--- src/rtl/cpu_pkg.sv ---
// Shared cpu definitions: datapath widths, opcode encodings and command field helpers.
package cpu_pkg;

  localparam int ADDR_WIDTH = 8;
  localparam int CMD_WIDTH  = 16;
  localparam int REG_NUM    = 16;
  localparam int FIFO_DEPTH = 2;

  localparam logic [3:0] OP_MUL  = 4'b0001;
  localparam logic [3:0] OP_XNOR = 4'b0010;
  localparam logic [3:0] OP_MOV  = 4'b0011;
  localparam logic [3:0] OP_JUMP = 4'b0100;
  localparam logic [3:0] OP_LOAD = 4'b0101;

  function automatic logic [3:0] cmd_opcode(input logic [CMD_WIDTH-1:0] cmd);
    return cmd[15:12];
  endfunction

  function automatic logic [3:0] cmd_f1(input logic [CMD_WIDTH-1:0] cmd);
    return cmd[11:8];
  endfunction

  function automatic logic [3:0] cmd_f2(input logic [CMD_WIDTH-1:0] cmd);
    return cmd[7:4];
  endfunction

  function automatic logic [3:0] cmd_f3(input logic [CMD_WIDTH-1:0] cmd);
    return cmd[3:0];
  endfunction

endpackage

--- src/rtl/fetch_fifo.sv ---
// Prefetch queue of {cmd, pc} entries; a flush empties it and overrides push/pop in the same cycle.
module fetch_fifo #(
  parameter int DEPTH = 2,
  parameter int WIDTH = 24
) (
  input  logic                   clk,
  input  logic                   reset,
  input  logic                   push,
  input  logic                   pop,
  input  logic                   flush,
  input  logic [WIDTH-1:0]       wdata,
  output logic [WIDTH-1:0]       rdata,
  output logic [$clog2(DEPTH):0] count,
  output logic                   empty
);

  localparam int PW = $clog2(DEPTH);
  localparam logic [PW-1:0] PTR_ONE = PW'(1);

  logic [WIDTH-1:0] mem_r [DEPTH];
  logic [PW-1:0]    rd_ptr_r;
  logic [PW-1:0]    wr_ptr_r;
  logic [PW:0]      count_r;
  logic             full_s;
  logic             do_push_s;
  logic             do_pop_s;

  assign full_s    = (count_r == (PW+1)'(DEPTH));
  assign empty     = (count_r == {(PW+1){1'b0}});
  assign do_pop_s  = pop & ~empty;
  assign do_push_s = push & (~full_s | do_pop_s);
  assign rdata     = mem_r[rd_ptr_r];
  assign count     = count_r;

  // Storage and pointers; contents are cleared on reset so the head reads zero.
  always_ff @(posedge clk or negedge reset) begin
    if (!reset) begin
      rd_ptr_r <= {PW{1'b0}};
      wr_ptr_r <= {PW{1'b0}};
      count_r  <= {(PW+1){1'b0}};
      for (int i = 0; i < DEPTH; i++) begin
        mem_r[i] <= {WIDTH{1'b0}};
      end
    end else if (flush) begin
      rd_ptr_r <= {PW{1'b0}};
      wr_ptr_r <= {PW{1'b0}};
      count_r  <= {(PW+1){1'b0}};
    end else begin
      if (do_push_s) begin
        mem_r[wr_ptr_r] <= wdata;
        wr_ptr_r        <= wr_ptr_r + PTR_ONE;
      end
      if (do_pop_s) begin
        rd_ptr_r <= rd_ptr_r + PTR_ONE;
      end
      count_r <= count_r + (PW+1)'(do_push_s) - (PW+1)'(do_pop_s);
    end
  end

endmodule

--- src/rtl/instr_fetch.sv ---
// Instruction fetch stage: PC, instruction-memory requests, prefetch queue and redirect handling.
module instr_fetch #(
  parameter int ADDR_WIDTH = cpu_pkg::ADDR_WIDTH,
  parameter int CMD_WIDTH  = cpu_pkg::CMD_WIDTH,
  parameter int FIFO_DEPTH = cpu_pkg::FIFO_DEPTH
) (
  input  logic                  clk,
  input  logic                  reset,
  output logic                  imem_en,
  output logic [ADDR_WIDTH-1:0] imem_addr,
  input  logic [CMD_WIDTH-1:0]  imem_rdata,
  output logic [CMD_WIDTH-1:0]  instr,
  output logic [ADDR_WIDTH-1:0] instr_pc,
  output logic                  instr_valid,
  input  logic                  instr_ready,
  input  logic                  redirect,
  input  logic [ADDR_WIDTH-1:0] redirect_addr
);

  import cpu_pkg::*;

  localparam int CW = $clog2(FIFO_DEPTH) + 1;

  logic [ADDR_WIDTH-1:0]           pc_r;
  logic [ADDR_WIDTH-1:0]           req_addr_r;
  logic                            inflight_r;
  logic                            transfer_s;
  logic                            issue_s;
  logic                            empty_s;
  logic [CW-1:0]                   count_s;
  logic [CW:0]                     occ_s;
  logic [CMD_WIDTH+ADDR_WIDTH-1:0] head_s;

  assign transfer_s  = instr_valid & instr_ready;
  assign instr_valid = ~empty_s;
  assign instr       = head_s[CMD_WIDTH+ADDR_WIDTH-1:ADDR_WIDTH];
  assign instr_pc    = head_s[ADDR_WIDTH-1:0];
  assign imem_en     = issue_s;

  // Request decision: a redirect always fetches its target, otherwise fetch only if the word has a slot.
  always_comb begin
    occ_s     = (CW+1)'(count_s) + (CW+1)'(inflight_r);
    issue_s   = 1'b0;
    imem_addr = pc_r;
    if (!reset) begin
      issue_s   = 1'b0;
      imem_addr = {ADDR_WIDTH{1'b0}};
    end else if (redirect) begin
      issue_s   = 1'b1;
      imem_addr = redirect_addr;
    end else begin
      issue_s   = (occ_s < ((CW+1)'(FIFO_DEPTH) + (CW+1)'(transfer_s)));
      imem_addr = pc_r;
    end
  end

  // PC and in-flight tracking; the address rides along so the returning word can be tagged.
  always_ff @(posedge clk or negedge reset) begin
    if (!reset) begin
      pc_r       <= {ADDR_WIDTH{1'b0}};
      req_addr_r <= {ADDR_WIDTH{1'b0}};
      inflight_r <= 1'b0;
    end else begin
      inflight_r <= issue_s;
      if (issue_s) begin
        req_addr_r <= imem_addr;
        pc_r       <= imem_addr + ADDR_WIDTH'(1);
      end
    end
  end

  // A stale word returns in the redirect cycle itself, so the flush (which beats push) drops it.
  fetch_fifo #(
    .DEPTH (FIFO_DEPTH),
    .WIDTH (CMD_WIDTH + ADDR_WIDTH)
  ) u_fifo (
    .clk   (clk),
    .reset (reset),
    .push  (inflight_r),
    .pop   (transfer_s),
    .flush (redirect),
    .wdata ({imem_rdata, req_addr_r}),
    .rdata (head_s),
    .count (count_s),
    .empty (empty_s)
  );

endmodule
--- config.mk ---
export PLATFORM = sky130hd
export DESIGN_NAME = instr_fetch
export DESIGN_NICKNAME = d
export VERILOG_FILES = /design/src/rtl/cpu_pkg.sv /design/src/rtl/fetch_fifo.sv /design/src/rtl/instr_fetch.sv
export SDC_FILE = /design/constraint.sdc
export NUM_CORES = 1
export LEC_CHECK = 0
export ABC_AREA = 1
export BUFFER_PORTS_ARGS = -buffer_cell sky130_fd_sc_hd__buf_4
export CORE_MARGIN = 2
export CORE_UTILIZATION = 30
export DETAILED_ROUTE_END_ITERATION = 7
export PLACE_DENSITY_LB_ADDON = 0.25
export RECOVER_POWER = 25
export SETUP_SLACK_MARGIN = 0.15
export SLEW_MARGIN = 0
export SYNTH_ARGS = -nofsm -noshare
export SYNTH_HDL_FRONTEND = slang
export SYNTH_SLANG_ARGS = --single-unit
--- constraint.sdc ---
create_clock -name clk -period 1.6 [get_ports clk]
set_input_delay 0.08 -clock clk [delete_from_list [all_inputs] [get_ports clk]]
set_output_delay 0.08 -clock clk [all_outputs]
set_load 0.01 [all_outputs]
==> metrics <==
GP Congestion 0.8404; # setup viols final 1; share of layout cells above drive strength 1 45.59%; Cell Chain, Critical Path ha_4, ha_4, nand2_4, nand2_4, a21oi_4, buf_6; Clock Latency Late Sink 340 ps; final clock period utilization by the worst path 104.1%; CP Max Fanout 2; vias in the first global route 2,727; drt total wl 9523 um; minimum clock period 1666 ps; Seq pwr share 35.7%; Leakage 2.619 nW; first drt pass iteration count 4; mapped cell area 3339 um2; clock root buffer clkbuf_8; Fmax 600.3 MHz; Worst path max stage delay 430 ps; DRC Markers 0; Final WS setup -65.79 ps; largest net degree at the start of global routing 62; Ports 62; Post-Syn Nets 456; startpoint types register; Slew HR 44.05%; worst vdd ir 0.5961 mV; Syn Area/Cell 7.895 um2; n_diodes 0; Sw Ratio 40.00%; outcome finished with violations; first-pass GRT wire length 13,120 um; post-route cell area 5191 um2; Core Region 10,840 um2; Worst path top cell family by delay flip-flops; global route total overflow 0; Clock power frac 15.0%; routed len/inst 14.15 um; H-tree depth 3; PwrDens 1632 nW/um2; actual slew at the worst max-slew pin 839.2 ps; Filler Cell Count 1,048; Slew Viols, Final 0; failing checks setup timing; Critical Path Start u_fifo.count[0]$_DFF_PN0_; Synth warnings 0; Crit-path slowest cell dfrtp_1; switching power 3.390 mW; total track usage 14.01%; row cnt 38; Die Y 109.5 um; Initial Util 30.81%; Hold Slack 15.63 ps; Layout Nets 561; most common cell after layout, fill and taps aside nand2_1; Syn-to-layout area delta 55.45%; HP Class in -> reg; post-synthesis sequential area ratio 51.70%; Yosys reg bits 69; vias 3,101; Logic pwr share 49.3%; total CTS buffers 9; DIE AREA 11,990 um2; cell count after synthesis 423; CP bufs+invs 1; reg2reg end u_fifo.mem_r[1]$_DFFE_PN0P_; DP HPWL 5136 um; clock transition at the registers of the reported paths 80 ps; initial antenna violation count 0; Int Pwr 5.084 mW; pre-CTS setup slack -41.81 ps; most frequent cells in the layout 114 x nand2_1, 75 x buf_4, 68 x dfrtp_1; reg2reg path depth 11; antenna viol nets, final 0; Starting DRT DRC Count 189; CTS tree built; Worst EP arrival 1590 ps; Final Hold Fails 0; Stages on worst setup path 6; CTS Buffer Depth 2; post-DR vias/cell 4.608; worst setup path class reg -> out; Die W 109.5 um; RSZ-0062 raised after global routing true; Max Cap Viol 0; clock sink count 69; Area after DPL 4023 um2; r2r setup slk 10 ps; Required @ worst endpoint 1520 ps; crit path to imem_en; synth unique cells 27; crit end category output pin; RR Startpoint u_fifo.count[0]$_DFF_PN0_; clk_skew 8.259 ps; Buffers on Ports 61
-- tightest hold or removal path: stages --
cell	delay (ps)
buf_4	80
inv_1	50
o21ai_2	120
-- stage by stage --
step / power, mW / util (%) / setup TNS (ps) / std cells
after floorplan: 4.464 / - / 0 / 423
after global placement: 5.507 / 37.11 / 0 / 620
after detailed placement: 5.579 / 37.11 / -215.2 / 620
after CTS: 7.188 / 40.89 / -95.56 / 652
after global routing: 9.079 / 47.89 / -2434 / 673
final: 8.475 / 47.89 / -65.79 / 673
-- kinds of logic (layout without fill, tap and decap cells) --
family	count (synthesis)	in the layout	share of synthesized area, %
xor+xnor	2	2	0.5246
fa+ha+maj	5	5	1.873
compound gates	65	65	10.98
buf+inv	67	174	9.104
flops	69	69	51.70
simple gates	215	218	25.82
-- routing by layer --
layer,GRT usage [%],vias to the layer above,share of wire [%]
met4,3.888,0,1.2
met2,21.12,84,48
met1,20.13,1469,46
li1,-,1535,-
met5,0,-,0
met3,3.260,13,5.1
-- registers in the layout (all words and copies together) (netlist names) --
name,cells
u_fifo.rd_ptr_r,1
u_fifo.mem_r,48
pc_r,8
u_fifo.wr_ptr_r,1
req_addr_r,8
u_fifo.count,2
inflight_r,1
-- worst min path at each step --
| stage | start | to | depth (start not counted) |
|---|---|---|---|
| after floorplan | reset | inflight_r$_DFF_PN0_ | 0 |
| after global placement | reset | u_fifo.count[1]$_DFF_PN0_ | 2 |
| after detailed placement | reset | u_fifo.count[0]$_DFF_PN0_ | 2 |
| after CTS | imem_rdata[11] | u_fifo.mem_r[43]$_DFFE_PN0P_ | 3 |
| after global routing | imem_rdata[2] | u_fifo.mem_r[34]$_DFFE_PN0P_ | 3 |
| final | imem_rdata[14] | u_fifo.mem_r[46]$_DFFE_PN0P_ | 3 |
-- cell usage after synthesis --
library cell	count	share of area (%)
a21oi_2	2	0.52
nand4_1	1	0.19
a21oi_1	2	0.30
nand2_2	3	0.56
nor2_1	11	1.2
inv_4	1	0.19
dfrtp_1	69	52
xnor2_1	1	0.26
inv_1	45	5.1
nor3_1	1	0.15
buf_6	5	1.7
clkbuf_2	1	0.15
o21ai_1	18	2.7
clkinv_1	1	0.11
nand3_1	14	2.1
ha_1	5	1.9
o21ai_0	34	5.1
or2_2	1	0.19
nand3_4	1	0.52
nor2_2	1	0.19
buf_2	6	0.90
o21ai_2	9	2.4
clkbuf_1	7	0.79
nand2_4	1	0.34
xor2_1	1	0.26
nand2_1	181	20
buf_4	1	0.22
-- power by group through the flow --
stage | combinational, mW | clock [mW] | sequential [mW]
6_report | 4.18 | 1.27 | 3.02
5_1_grt | 4.58 | 1.39 | 3.11
4_1_cts | 3.04 | 1.31 | 2.83
3_5_place_dp | 2.77 | 0 | 2.81
3_3_place_gp | 2.71 | 0 | 2.80
2_1_floorplan | 1.74 | 0 | 2.73
-- cell type report --
cell class / instances / area, um2 / share of cell area (%)
flip-flops and latches: 69 / 1728 / 33.29
clock buffers: 9 / 123.9 / 2.386
well taps: 140 / 175.2 / 3.374
multi-input cells: 290 / 1864 / 35.91
repair buffers: 111 / 1062 / 20.46
clock inverters: 7 / 51.30 / 0.9882
inverters: 47 / 186.4 / 3.591
-- timing repair --
item,4_1_cts,5_1_grt
buffers inserted,6,8
resized for setup,39,148
hold buffers,8,1
pin swaps,9,18
gates cloned,2,12
endpoints found under the hold margin,18,1
setup endpoints to repair,20,72
Power figures use the tool's default switching activity.
